==> src/rtl/fc_pkg.sv <==
// Shared definitions for the stream-to-vector collector.
//   WIDTH_DEF / IN_DEF : default activation width and frame length
//   idx_t / cnt_t      : element index and element count at the default frame length
//   fc_col_state_e     : write-side FSM states
package fc_pkg;

   localparam int unsigned WIDTH_DEF = 8;
   localparam int unsigned IN_DEF    = 128;
   localparam int unsigned IDX_W     = $clog2(IN_DEF);
   localparam int unsigned CNT_W     = $clog2(IN_DEF + 1);

   typedef logic [IDX_W-1:0] idx_t;
   typedef logic [CNT_W-1:0] cnt_t;

   typedef enum logic [0:0] {
      FILL  = 1'b0,
      DRAIN = 1'b1
   } fc_col_state_e;

endpackage

==> src/rtl/fc_vec_collector_if.sv <==
// Handshake bundle of the collector.
//   s_valid/s_ready/s_data/s_last : serial activation stream into the collector
//   m_valid/m_ready/m_vec/m_err   : parallel frame out of the collector
// Modports: slave = collector side, master = producer/consumer side.
interface fc_vec_collector_if
   import fc_pkg::*;
#(
   parameter int unsigned WIDTH = WIDTH_DEF,
   parameter int unsigned IN    = IN_DEF
) ();

   logic             s_valid;
   logic             s_ready;
   logic [WIDTH-1:0] s_data;
   logic             s_last;
   logic             m_valid;
   logic             m_ready;
   logic [WIDTH-1:0] m_vec [0:IN-1];
   logic             m_err;

   modport slave (
      input  s_valid, s_data, s_last, m_ready,
      output s_ready, m_valid, m_vec, m_err
   );

   modport master (
      output s_valid, s_data, s_last, m_ready,
      input  s_ready, m_valid, m_vec, m_err
   );

endinterface

==> src/rtl/fc_vec_bank.sv <==
// One frame storage bank: element memory, element count, error flag and zero-masked output.
//   clk, rst_n : clock, synchronous active-low reset (clears count and error)
//   i_we       : write i_data at element i_idx
//   i_done     : latch i_cnt / i_err as the completed frame's count and error
//   o_vec      : element i = stored value when i < count, else zero
//   o_err      : error flag of the stored frame
module fc_vec_bank
   import fc_pkg::*;
#(
   parameter int unsigned WIDTH = WIDTH_DEF,
   parameter int unsigned IN    = IN_DEF
) (
   input  logic                     clk,
   input  logic                     rst_n,
   input  logic                     i_we,
   input  logic [$clog2(IN)-1:0]    i_idx,
   input  logic [WIDTH-1:0]         i_data,
   input  logic                     i_done,
   input  logic [$clog2(IN+1)-1:0]  i_cnt,
   input  logic                     i_err,
   output logic [WIDTH-1:0]         o_vec [0:IN-1],
   output logic                     o_err
);

   localparam int unsigned CntW = $clog2(IN + 1);

   logic [WIDTH-1:0] r_mem [0:IN-1];
   logic [CntW-1:0]  r_cnt;
   logic             r_err;

   always_ff @(posedge clk) begin
      if (!rst_n) begin
         r_cnt <= '0;
         r_err <= 1'b0;
      end else if (i_done) begin
         r_cnt <= i_cnt;
         r_err <= i_err;
      end
   end

   // Memory needs no reset: the count masks anything not written by the current frame.
   always_ff @(posedge clk) begin
      if (i_we) begin
         r_mem[i_idx] <= i_data;
      end
   end

   always_comb begin
      for (int i = 0; i < IN; i++) begin
         o_vec[i] = (CntW'(i) < r_cnt) ? r_mem[i] : '0;
      end
   end

   assign o_err = r_err;

endmodule

==> src/rtl/fc_vec_collector.sv <==
// Stream-to-vector packer feeding a combinational FC layer.
// Collects IN serial WIDTH-bit beats into one frame and presents it as a parallel vector.
//   clk   : clock, all logic on posedge
//   rst_n : synchronous active-low reset
//   bus   : fc_vec_collector_if.slave (s_* serial input, m_* parallel frame output)
// Build option FC_COLLECT_DOUBLE_BUF_EN: two ping-pong banks so a new frame fills while the
// previous one is held for the consumer; undefined gives a single bank.
module fc_vec_collector
   import fc_pkg::*;
#(
   parameter int unsigned WIDTH = WIDTH_DEF,
   parameter int unsigned IN    = IN_DEF
) (
   input  logic                clk,
   input  logic                rst_n,
   fc_vec_collector_if.slave   bus
);

   localparam int unsigned IdxW = $clog2(IN);
   localparam int unsigned CntW = $clog2(IN + 1);
   localparam logic [IdxW-1:0] IdxLast = IdxW'(IN - 1);
   localparam logic [CntW-1:0] CntFull = CntW'(IN);

   fc_col_state_e    r_state, w_state_d;
   logic [IdxW-1:0]  r_idx, w_idx_d;
   logic [1:0]       r_full, w_full_d;
   logic             w_wb, w_rb;
   logic             w_accept, w_we, w_complete, w_release;
   logic [CntW-1:0]  w_cnt;
   logic             w_err;
   logic [WIDTH-1:0] w_vec [0:1][0:IN-1];
   logic [1:0]       w_bank_err;

   // ---------------------------------------------------------------- bank pointers
`ifdef FC_COLLECT_DOUBLE_BUF_EN
   localparam int unsigned NB = 2;

   logic r_wb, r_rb;

   // Both pointers advance in arrival order, so frames leave in the order they were filled.
   always_ff @(posedge clk) begin
      if (!rst_n) begin
         r_wb <= 1'b0;
         r_rb <= 1'b0;
      end else begin
         if (w_complete) r_wb <= ~r_wb;
         if (w_release)  r_rb <= ~r_rb;
      end
   end

   assign w_wb = r_wb;
   assign w_rb = r_rb;
`else
   localparam int unsigned NB = 1;

   assign w_wb = 1'b0;
   assign w_rb = 1'b0;
`endif

   // ---------------------------------------------------------------- handshakes
   // DRAIN always accepts so the tail of an over-long frame is flushed.
   assign bus.s_ready = rst_n && ((r_state == DRAIN) || !r_full[w_wb]);
   assign w_accept    = bus.s_valid && bus.s_ready;
   assign w_we        = w_accept && (r_state == FILL);
   assign w_complete  = w_we && (bus.s_last || (r_idx == IdxLast));
   assign w_cnt       = bus.s_last ? (CntW'(r_idx) + CntW'(1)) : CntFull;
   assign w_err       = !(bus.s_last && (r_idx == IdxLast));

   assign bus.m_valid = r_full[w_rb];
   assign w_release   = r_full[w_rb] && bus.m_ready;

   // ---------------------------------------------------------------- write FSM
   always_ff @(posedge clk) begin
      if (!rst_n) begin
         r_state <= FILL;
         r_idx   <= '0;
         r_full  <= '0;
      end else begin
         r_state <= w_state_d;
         r_idx   <= w_idx_d;
         r_full  <= w_full_d;
      end
   end

   always_comb begin
      w_state_d = r_state;
      w_idx_d   = r_idx;
      unique case (r_state)
         FILL: begin
            if (w_accept) begin
               if (w_complete) begin
                  w_idx_d = '0;
                  if (!bus.s_last) w_state_d = DRAIN;
               end else begin
                  w_idx_d = r_idx + IdxW'(1);
               end
            end
         end
         DRAIN: begin
            if (w_accept && bus.s_last) begin
               w_state_d = FILL;
               w_idx_d   = '0;
            end
         end
      endcase
   end

   // Release and completion always target different banks (or a bank in opposite full states).
   always_comb begin
      w_full_d = r_full;
      if (w_release)  w_full_d[w_rb] = 1'b0;
      if (w_complete) w_full_d[w_wb] = 1'b1;
   end

   // ---------------------------------------------------------------- banks
   for (genvar b = 0; b < 2; b++) begin : g_bank
      if (b < NB) begin : g_on
         fc_vec_bank #(
            .WIDTH (WIDTH),
            .IN    (IN)
         ) u_bank (
            .clk    (clk),
            .rst_n  (rst_n),
            .i_we   (w_we && (w_wb == 1'(b))),
            .i_idx  (r_idx),
            .i_data (bus.s_data),
            .i_done (w_complete && (w_wb == 1'(b))),
            .i_cnt  (w_cnt),
            .i_err  (w_err),
            .o_vec  (w_vec[b]),
            .o_err  (w_bank_err[b])
         );
      end else begin : g_off
         assign w_vec[b]      = '{default: '0};
         assign w_bank_err[b] = 1'b0;
      end
   end

   assign bus.m_vec = w_vec[w_rb];
   assign bus.m_err = w_bank_err[w_rb];

endmodule

==> src/flat_wrapper.sv <==
// flat-port wrapper written by rule: the top's interface ports become plain ports
module fc_vec_collector_flat import fc_pkg::*;
#(
   parameter int unsigned WIDTH = WIDTH_DEF,
   parameter int unsigned IN    = IN_DEF
)
  (clk, rst_n, bus_s_valid, bus_s_data, bus_s_last, bus_m_ready, bus_s_ready, bus_m_valid, bus_m_vec, bus_m_err);
  fc_vec_collector_if #(.WIDTH(WIDTH), .IN(IN)) bus_i ();
  input  logic clk;
  input  logic rst_n;
  input wire logic [$bits(bus_i.s_valid)-1:0] bus_s_valid;
  input wire logic [$bits(bus_i.s_data)-1:0] bus_s_data;
  input wire logic [$bits(bus_i.s_last)-1:0] bus_s_last;
  input wire logic [$bits(bus_i.m_ready)-1:0] bus_m_ready;
  output wire logic [$bits(bus_i.s_ready)-1:0] bus_s_ready;
  output wire logic [$bits(bus_i.m_valid)-1:0] bus_m_valid;
  output wire logic [$bits(bus_i.m_vec)-1:0] bus_m_vec;
  output wire logic [$bits(bus_i.m_err)-1:0] bus_m_err;
  assign bus_i.s_valid = bus_s_valid;
  assign bus_i.s_data = bus_s_data;
  assign bus_i.s_last = bus_s_last;
  assign bus_i.m_ready = bus_m_ready;
  assign bus_s_ready = bus_i.s_ready;
  assign bus_m_valid = bus_i.m_valid;
  assign bus_m_vec = {>>{bus_i.m_vec}};
  assign bus_m_err = bus_i.m_err;
  fc_vec_collector #(.WIDTH(WIDTH), .IN(IN)) u_core (.clk(clk), .rst_n(rst_n), .bus(bus_i));
endmodule
==> config.mk <==
export PLATFORM = sky130hd
export DESIGN_NAME = fc_vec_collector_flat
export DESIGN_NICKNAME = d
export VERILOG_FILES = /design/src/rtl/fc_pkg.sv /design/src/rtl/fc_vec_collector_if.sv /design/src/rtl/fc_vec_bank.sv /design/src/rtl/fc_vec_collector.sv /design/src/flat_wrapper.sv
export SDC_FILE = /design/constraint.sdc
export NUM_CORES = 1
export LEC_CHECK = 0
export ABC_AREA = 1
export CORE_AREA = 8 8 395 397
export DETAILED_ROUTE_END_ITERATION = 6
export DIE_AREA = 0 0 403 405
export PLACE_DENSITY = 0.48
export SYNTH_ARGS = -nofsm -noshare
export SYNTH_HDL_FRONTEND = slang
export SYNTH_SLANG_ARGS = --single-unit
export TNS_END_PERCENT = 1
==> constraint.sdc <==
create_clock -name clk -period 4.72 [get_ports clk]
set_clock_uncertainty 0.2 [all_clocks]
set_input_delay 0.944 -clock clk [delete_from_list [all_inputs] [get_ports clk]]
set_output_delay 0.944 -clock clk [all_outputs]
set_load 0.05 [all_outputs]
; ---- Word-level counts from Yosys, hierarchy flattened
; Memory sizes are Yosys's and may differ from the RTL's.
; Cells that the tools add are included.
[op_classes]
n_addsub = 2
bitwise_logic = 1
muxes = 142
eq_ne = 3
magnitude_cmp = 128
reduce_logical = 13
[op_table]
columns = operator, n
row1 = 2-to-1 mux 8 bit, 129
row2 = < comparator 7 x 8 -> 1 bit (first input constant), 64
row3 = < comparator 6 x 8 -> 1 bit (first input constant), 32
row4 = < comparator 5 x 8 -> 1 bit (first input constant), 16
row5 = < comparator 4 x 8 -> 1 bit (first input constant), 8
row6 = < comparator 3 x 8 -> 1 bit (first input constant), 4
row7 = 2-to-1 mux 7 bit, 3
row8 = < comparator 1 x 8 -> 1 bit (first input constant), 2
row9 = < comparator 2 x 8 -> 1 bit (first input constant), 2
row10 = one-hot mux 7 bit (2 select lines), 1
row11 = adder 7 x 1 -> 8 bit (second input constant), 1
row12 = 2-to-1 mux 1 bit, 8
row13 = adder 7 x 1 -> 7 bit (second input constant), 1
row14 = equality test 7 bit (second input constant), 1
row15 = logical AND 1 bit, 7
row16 = zero test 1 bit, 2
row17 = logical OR 1 bit, 2
row18 = inequality test 2 x 1 -> 1 bit (second input constant), 1
row19 = inequality test 2 bit (second input constant), 1
row20 = one-hot mux 1 bit (2 select lines), 1
row21 = AND reduction 2 bit, 1
row22 = nonzero test 2 bit, 1
row23 = inverter 1 bit, 1
[word_totals]
word_cells = 295
ram_bits = 1024
output_inout_bits = 1027
memories = 1
reg_bits = 18
[memory_table]
columns = memory, depth, width, rd, rd_clocked_by_memory_dff, write_ports, line
row1 = u_core.g_bank[0].g_on.u_bank.r_mem, 128, 8, 128, 0, 1, fc_vec_bank.sv:27  ; logic [WIDTH-1:0] r_mem [0:IN-1];

; ---- Longest topological paths before layout
; Gate-level depths: netlist (run 1).
[logic_depth]
ltp_word = 9
depth_mapped = 11

; ---- Hierarchy
; Synthesis (run 1) repeated with hierarchy kept, for this count alone.
[hier_totals]
cells_unflattened = 3507
hier_area_um2 = 41182.0
[by_module_without_submodules]
columns = module, area_per_inst_um2, cells_per_inst, instances, seq_area_each_um2
row1 = fc_vec_bank, 40568.9, 3415, 1, 30929.7
row2 = fc_vec_collector, 613.1, 92, 1, 180.2

; ---- Worst setup path before layout (run 1)
; No wires, ideal clock.
[synth_timing]
path_type = input -> output
start = input rst_n
end = output bus_s_ready
path_buffers = 2
required_ns = 3.576
t_arrival_ns = 2.150
setup_slack_ns = 1.426
cell_stages = 4
path_cell_list = buf_2 inv_1 clkbuf_1 a21oi_1
[synth_via]
elab_chain_len = 1
[synth_rtl]
columns = element, line
row1 = from (decl), flat_wrapper.sv:10  ; input logic rst_n;
row2 = logical AND 1 bit, fc_vec_collector.sv:62  ; assign bus.s_ready = rst_n && ((r_state == DRAIN) || !r_full[w_wb]);
row3 = to (decl), flat_wrapper.sv:15  ; output wire logic [$bits(bus_i.s_ready)-1:0] bus_s_ready;
; No other way between the ends.

; ---- Final worst setup path (run 1)
[layout_timing]
start = register u_core.g_bank[0].g_on.u_bank.r_cnt[4]
end = output bus_m_vec[105]
[layout_via]
elab_chain_len = 2
[layout_rtl]
columns = element, line
row1 = from (decl), fc_vec_bank.sv:28  ; logic [CntW-1:0] r_cnt;
row2 = from (signal assigned), fc_vec_bank.sv:36  ; r_cnt <= i_cnt;
row3 = < comparator 7 x 8 -> 1 bit, fc_vec_bank.sv:50  ; o_vec[i] = (CntW'(i) < r_cnt) ? r_mem[i] : '0;
row4 = 2-to-1 mux 8 bit, fc_vec_bank.sv:50
row5 = to (decl), flat_wrapper.sv:17  ; output wire logic [$bits(bus_i.m_vec)-1:0] bus_m_vec;
; No other way between the ends.

==> flow_summary.yaml, run 1 <==
outcome:
  status: "finished, final reports clean"
pwr:
  powerDensity_nw_per_um2: 333
  power_leakage_nw: 27.7
  total_power_mw: 21.6
  combPwrFrac_pct: 11.0
  sequentialPowerShare_pct: 47.0
  share_clk_of_total_power_pct: 42.0
  swShare_pct: 25.5
  ir_worst_vdd_uv: 285
  power_switching_mw: 5.51
  p_int_mw: 16.1
synth:
  synth.avg_cell_area_um2: 11.5
  yosysWarnings: 0
  synth_top_area_share_pct: 74.9
  ys_seq_elements: 1042
  synth_area_um2: 41100
  netlist_instances: 3565
  synth_area_leaders: "edfxtp_1 75%, nor2_1 10%, inv_1 9.7%, nand2_1 1.0%, dfxtp_1 0.88%"
  syn_nets: 3579
  yosysUniqueCellTypes: 26
  ys_seq_area_share_pct: 75.8
  synth_largest_area_cell: "edfxtp_1"
timing:
  rsz0062_at_grt: "true"
  whs_ps: 286
  min_period_over_period_pct: 99.3
  tightest_slew_ps: 1160
  setup_viol: 0
  slew-limit-headroom_pct: 22.4
  period_minus_slack_ps: 4690
  timing.fmax_mhz: 213
  setup_tns_ps: 0
  slew_viol_final: 0
  finalHoldViolCount: 0
final_layout:
  layoutNonFillerInstCount: 6811
  final_cell_mix: "1137 x nor2_1, 1053 x inv_1, 1024 x edfxtp_1"
  drive_gt1_share_pct: 27.5
  multi_input_area_um2: 5980
  nets: 4775
  final_common_cell: "nor2_1"
  area_delta_synth_final_pct: 58.5
  fill_cells: 14000
  seq_area_um2: 31100
clock_network:
  cts_tree: "yes"
  cts_root_buf: "clkbuf_16"
  postCtsSetupRepairBufs: 0
  clkLatencyLatePin_ps: 700
  cts_buffers: 117
  clockBufferDepth: 3
  cts_hold_buf: 0
  path_clk_slew_ps: 60
  cts.htree.levels: 3
  clock_sinks: 1042
route:
  vias_per_cell: 4.26
  vias: 29000
  routedWlPerCell_um: 27.4
  wl_um: 187000
  drt_first_pass_iters: 5
  drc: 0
  drtIter0Drc: 1813
  ant_nets: 0
grt:
  grt_pass1_vias: 29000
  antenna_found_initial: 6
  grt_overflow_total: 0
  grt_max_degree: 73
  grt_use_total_pct: 21.9
  grt_pass1_wl_um: 249000
worst_setup_path:
  worstPathRequired_ps: 3580
  crit_type: "reg -> out"
  crit_fanout: 10
  crit_path_end_kind: "output port"
  start_kind: "register"
  arrival_ps: 3540
run:
  max_cap_viol_count: 0
placement:
  portBuffers: 1039
  gp_congestion: 0.840
  place_inst: 6586
  hpwl_um: 138000
floorplanning:
  die_y_um: 405
  dieArea_um2: 163000
  die_x_um: 403
  ios: 1040
  floorplan.rows: 142
  initial_core_util_pct: 27.5
  core_area_um2: 149000
worst_hold_path:
  hold_path_class: "reg -> reg"
==> synthesized netlist by cell type <==
cell	n
nand2_1	109
and3_1	1
nor2_2	2
edfxtp_1	1024
o21ai_1	44
buf_1	1
a21oi_2	4
nor2_1	1145
nor3_2	1
a21oi_1	45
inv_1	1056
clkinv_1	1
ha_1	1
a31oi_2	1
nand3_1	14
nand2_2	2
o21ai_0	5
xor2_1	2
dfxtp_1	18
o21ai_2	30
nand4_1	9
nor2_4	11
clkbuf_1	19
buf_2	13
inv_2	4
buf_4	3
==> layout make-up <==
cell class                 count  share of cell area [%]
multi-input combinational   1426                    9.19
sequential                  1042                    47.8
tap                         1944                    3.74
antenna                        4                  0.0154
clock buffer                 139                    4.69
inverter                    1061                    6.12
clock inverter                82                    1.16
timing repair buffer        1113                    27.3
==> metrics by stage <==
step	utilization, %	setup WS, ps	cell area, µm²
2_1_floorplan	-	1430	41100
3_3_place_gp	41.0	325	61200
3_5_place_dp	41.0	314	61200
4_1_cts	43.6	-263	65000
5_1_grt	43.6	-124	65100
6_report	43.6	31.5	65100
==> cell families after synthesis <==
group | count (synthesis) | synth area share (%)
compound gates | 129 | 1.90
simple gates | 1294 | 12.2
flops | 1042 | 75.8
fa+ha+maj | 1 | 0.0305
xor+xnor | 2 | 0.0427
buf+inv | 1097 | 10.1
==> registers in the layout, indices dropped and copies added, names as in the netlist <==
signal / flops
u_core.r_idx: 7
u_core.r_state: 1
u_core.g_bank.g_on.u_bank.r_mem: 1024
u_core.g_bank.g_on.u_bank.o_err: 1
u_core.r_full: 1
u_core.g_bank.g_on.u_bank.r_cnt: 8
==> per-layer routing <==
metal | track usage [%] | up-vias | share of wire (%)
li1 | - | 13400 | -
met1 | 26.4 | 14400 | 40
met2 | 38.6 | 995 | 50
met3 | 5.76 | 199 | 7.0
met4 | 6.56 | 0 | 2.8
met5 | 0 | - | 0
==> repair_timing <==
action | in CTS | in global routing
endpoints found under the hold margin | 0 | 0
gates resized for setup | 19 | 14
pin swaps | 0 | 1
setup endpoints to repair | 289 | 121
==> final timing paths <==
check / from / to / slack [ps] / cells after the start
worst max-delay path: u_core.g_bank[0].g_on.u_bank.r_cnt[4] / bus_m_vec[105] / 30 / 6
worst max register to register: u_core.r_idx[3] / u_core.g_bank[0].g_on.u_bank.r_mem[107][1] / 1660 / 4
worst min-delay path: u_core.g_bank[0].g_on.u_bank.r_cnt[0] / u_core.g_bank[0].g_on.u_bank.r_cnt[0] / 290 / 2
worst min register to register: u_core.g_bank[0].g_on.u_bank.r_cnt[0] / u_core.g_bank[0].g_on.u_bank.r_cnt[0] / 290 / 2
==> worst max-delay path: stages (launching register included) <==
cell and delay (ps):
dfxtp_1 620, nand2_1 290, inv_1 170, nand2_1 350, o21ai_1 800, nor2_1 320, buf_4 290
==> power by group through the flow <==
stage / registers [mW] / clock network [mW] / logic [mW]
after floorplan: 10.4 / 0 / 1.04
after global placement: 10.4 / 0 / 2.42
after detailed placement: 10.4 / 0 / 2.42
after global routing: 10.2 / 9.61 / 2.46
final: 10.2 / 9.09 / 2.38
after CTS: 10.2 / 9.32 / 2.42
No activity file was read; power rests on OpenSTA's default activity.
==> run 2: changes to the inputs <==
--- a/config.mk
+++ b/config.mk
@@ -6,10 +6,11 @@
 export NUM_CORES = 1
 export LEC_CHECK = 0
 export ABC_AREA = 1
-export CORE_AREA = 8 8 395 397
+export CORE_AREA = 2 2 400 402
+export CTS_CLUSTER_SIZE = 25
 export DETAILED_ROUTE_END_ITERATION = 6
-export DIE_AREA = 0 0 403 405
-export PLACE_DENSITY = 0.48
+export DIE_AREA = 0 0 402 404
+export PLACE_DENSITY = 0.46
 export SYNTH_ARGS = -nofsm -noshare
 export SYNTH_HDL_FRONTEND = slang
 export SYNTH_SLANG_ARGS = --single-unit
==> run 2 against run 1 <==
Maximum frequency grew 1.4%. Global-route usage down 0.74 points. Count of clock-buffer cells in the layout increased by 6. Cell count grew 1.9%. Clock power fell by 6.7%. Non-clock buffer count up 15. First-iteration DRC count decreased by 3.8%. Cell area down 5.9%. Flip-flop and latch count stayed put. Worst hold slack improved by 2.7 ps. Critical path depth rose by 1.
==> flow_summary.yaml, run 2 (synthesis gave the netlist of run 1 again) <==
grt:
  grt_max_degree: 79
  grt_overflow_total: 0
  antenna_found_initial: 9
  grt_use_total_pct: 21.2
  grt_pass1_vias: 28000
  grt_pass1_wl_um: 237000
timing:
  slew_viol_final: 0
  slew-limit-headroom_pct: 18.3
  tightest_slew_ps: 1220
  finalHoldViolCount: 0
  min_period_over_period_pct: 97.9
  setup_tns_ps: 0
  setup_viol: 0
  period_minus_slack_ps: 4620
  rsz0062_at_grt: "true"
  timing.fmax_mhz: 216
  whs_ps: 289
  fin_ws_ps: 98.1
clock_network:
  postCtsSetupRepairBufs: 0
  cts_tree: "yes"
  clock_sinks: 1042
  cts_root_buf: "clkbuf_16"
  cts.htree.levels: 3
  path_clk_slew_ps: 60
  cts_buffers: 113
  clockBufferDepth: 3
  clkLatencyLatePin_ps: 720
floorplanning:
  die_y_um: 404
  core_area_um2: 158000
  die_x_um: 402
  initial_core_util_pct: 26.0
  dieArea_um2: 162000
  floorplan.rows: 146
  ios: 1040
final_layout:
  post-route-util_pct: 38.8
  top_register: "u_core.g_bank.g_on.u_bank.r_mem"
  final_common_cell: "nor2_1"
  drive_gt1_share_pct: 27.2
  nets: 4786
  largest_reg_flops: 1024
  area_delta_synth_final_pct: 49.2
  final_cell_mix: "1142 x nor2_1, 1054 x inv_1, 1024 x edfxtp_1"
  reg.largest.list: "u_core.g_bank.g_on.u_bank.r_mem x1024, u_core.g_bank.g_on.u_bank.r_cnt x8, u_core.r_idx x7"
worst_setup_path:
  start_kind: "register"
  crit_fanout: 13
  arrival_ps: 3480
  crit_path_end_kind: "output port"
  crit_type: "reg -> out"
  worstPathRequired_ps: 3580
route:
  wl_um: 177000
  ant_nets: 0
  drc: 0
  drt_first_pass_iters: 6
  routedWlPerCell_um: 25.5
  vias: 28700
  vias_per_cell: 4.14
  drtIter0Drc: 1745
placement:
  gp_congestion: 0.826
  hpwl_um: 130000
  pre_cts_slack_ps: 299
  portBuffers: 1039
pwr:
  ir_worst_vdd_uv: 293
  power_leakage_nw: 26.7
  powerDensity_nw_per_um2: 340
worst_hold_path:
  hold_path_class: "reg -> reg"
outcome:
  status: "finished, final reports clean"
run:
  max_cap_viol_count: 0
## run 2: what timing repair did
item | 4_1_cts | 5_1_grt
gates cloned | 0 | 0
setup endpoints to repair | 71 | 110
gates resized for setup | 9 | 13
pin swaps | 1 | 0
hold buffers | 0 | 0
## run 2: final cells by class
class                      instances  area, µm²
fill                           15400      96600
sequential                      1042      31100
timing repair buffer            1128      14100
multi-input combinational       1426       5940
inverter                        1061       3980
clock buffer                     145       2970
tap                             2072       2590
clock inverter                    65        531
antenna                            4       10.0
## run 2: path summary, 6_finish.rpt
check        slack (ps)  cells past startpoint                                   from                                   endpoint
max                 100                      7  u_core.g_bank[0].g_on.u_bank.r_cnt[4]                              bus_m_vec[52]
min                 290                      2  u_core.g_bank[0].g_on.u_bank.r_cnt[0]      u_core.g_bank[0].g_on.u_bank.r_cnt[0]
max reg2reg        1340                      4                        u_core.r_idx[4]  u_core.g_bank[0].g_on.u_bank.r_mem[82][1]
min reg2reg         290                      2  u_core.g_bank[0].g_on.u_bank.r_cnt[0]      u_core.g_bank[0].g_on.u_bank.r_cnt[0]
## run 2: report_power, final
| part | switching (mW) | total, mW | internal (mW) | leakage, nW |
|---|---|---|---|---|
| logic | 1.57 | 2.17 | 0.601 | 15.7 |
| registers | 0.00637 | 10.2 | 10.2 | 9.35 |
| clock network | 3.76 | 8.48 | 4.72 | 1.70 |
## run 2: critical path: stages (launching register included)
cell and delay (ps):
dfxtp_1 450, nand2_1 160, inv_1 430, nand2_1 480
buf_4 320, o21ai_1 480, nor2_1 180, buf_4 240
## run 2: metal layers
metal  up-vias  track usage (%)  wire, µm
li1      13400                -         -
met1     14100             25.5     70800
met2       959             36.9     88300
met3       224             5.81     12600
met4        12             6.32      5400
met5         -                0        75
## run 2: stage by stage
step,power [mW],std cells,instance area (µm²)
after global placement,12.6,6729,57700
after detailed placement,12.6,6729,57700
after global routing,21.4,6940,61300
final,20.8,6943,61300
after floorplan,11.4,3565,41100
after CTS,21.1,6939,61200
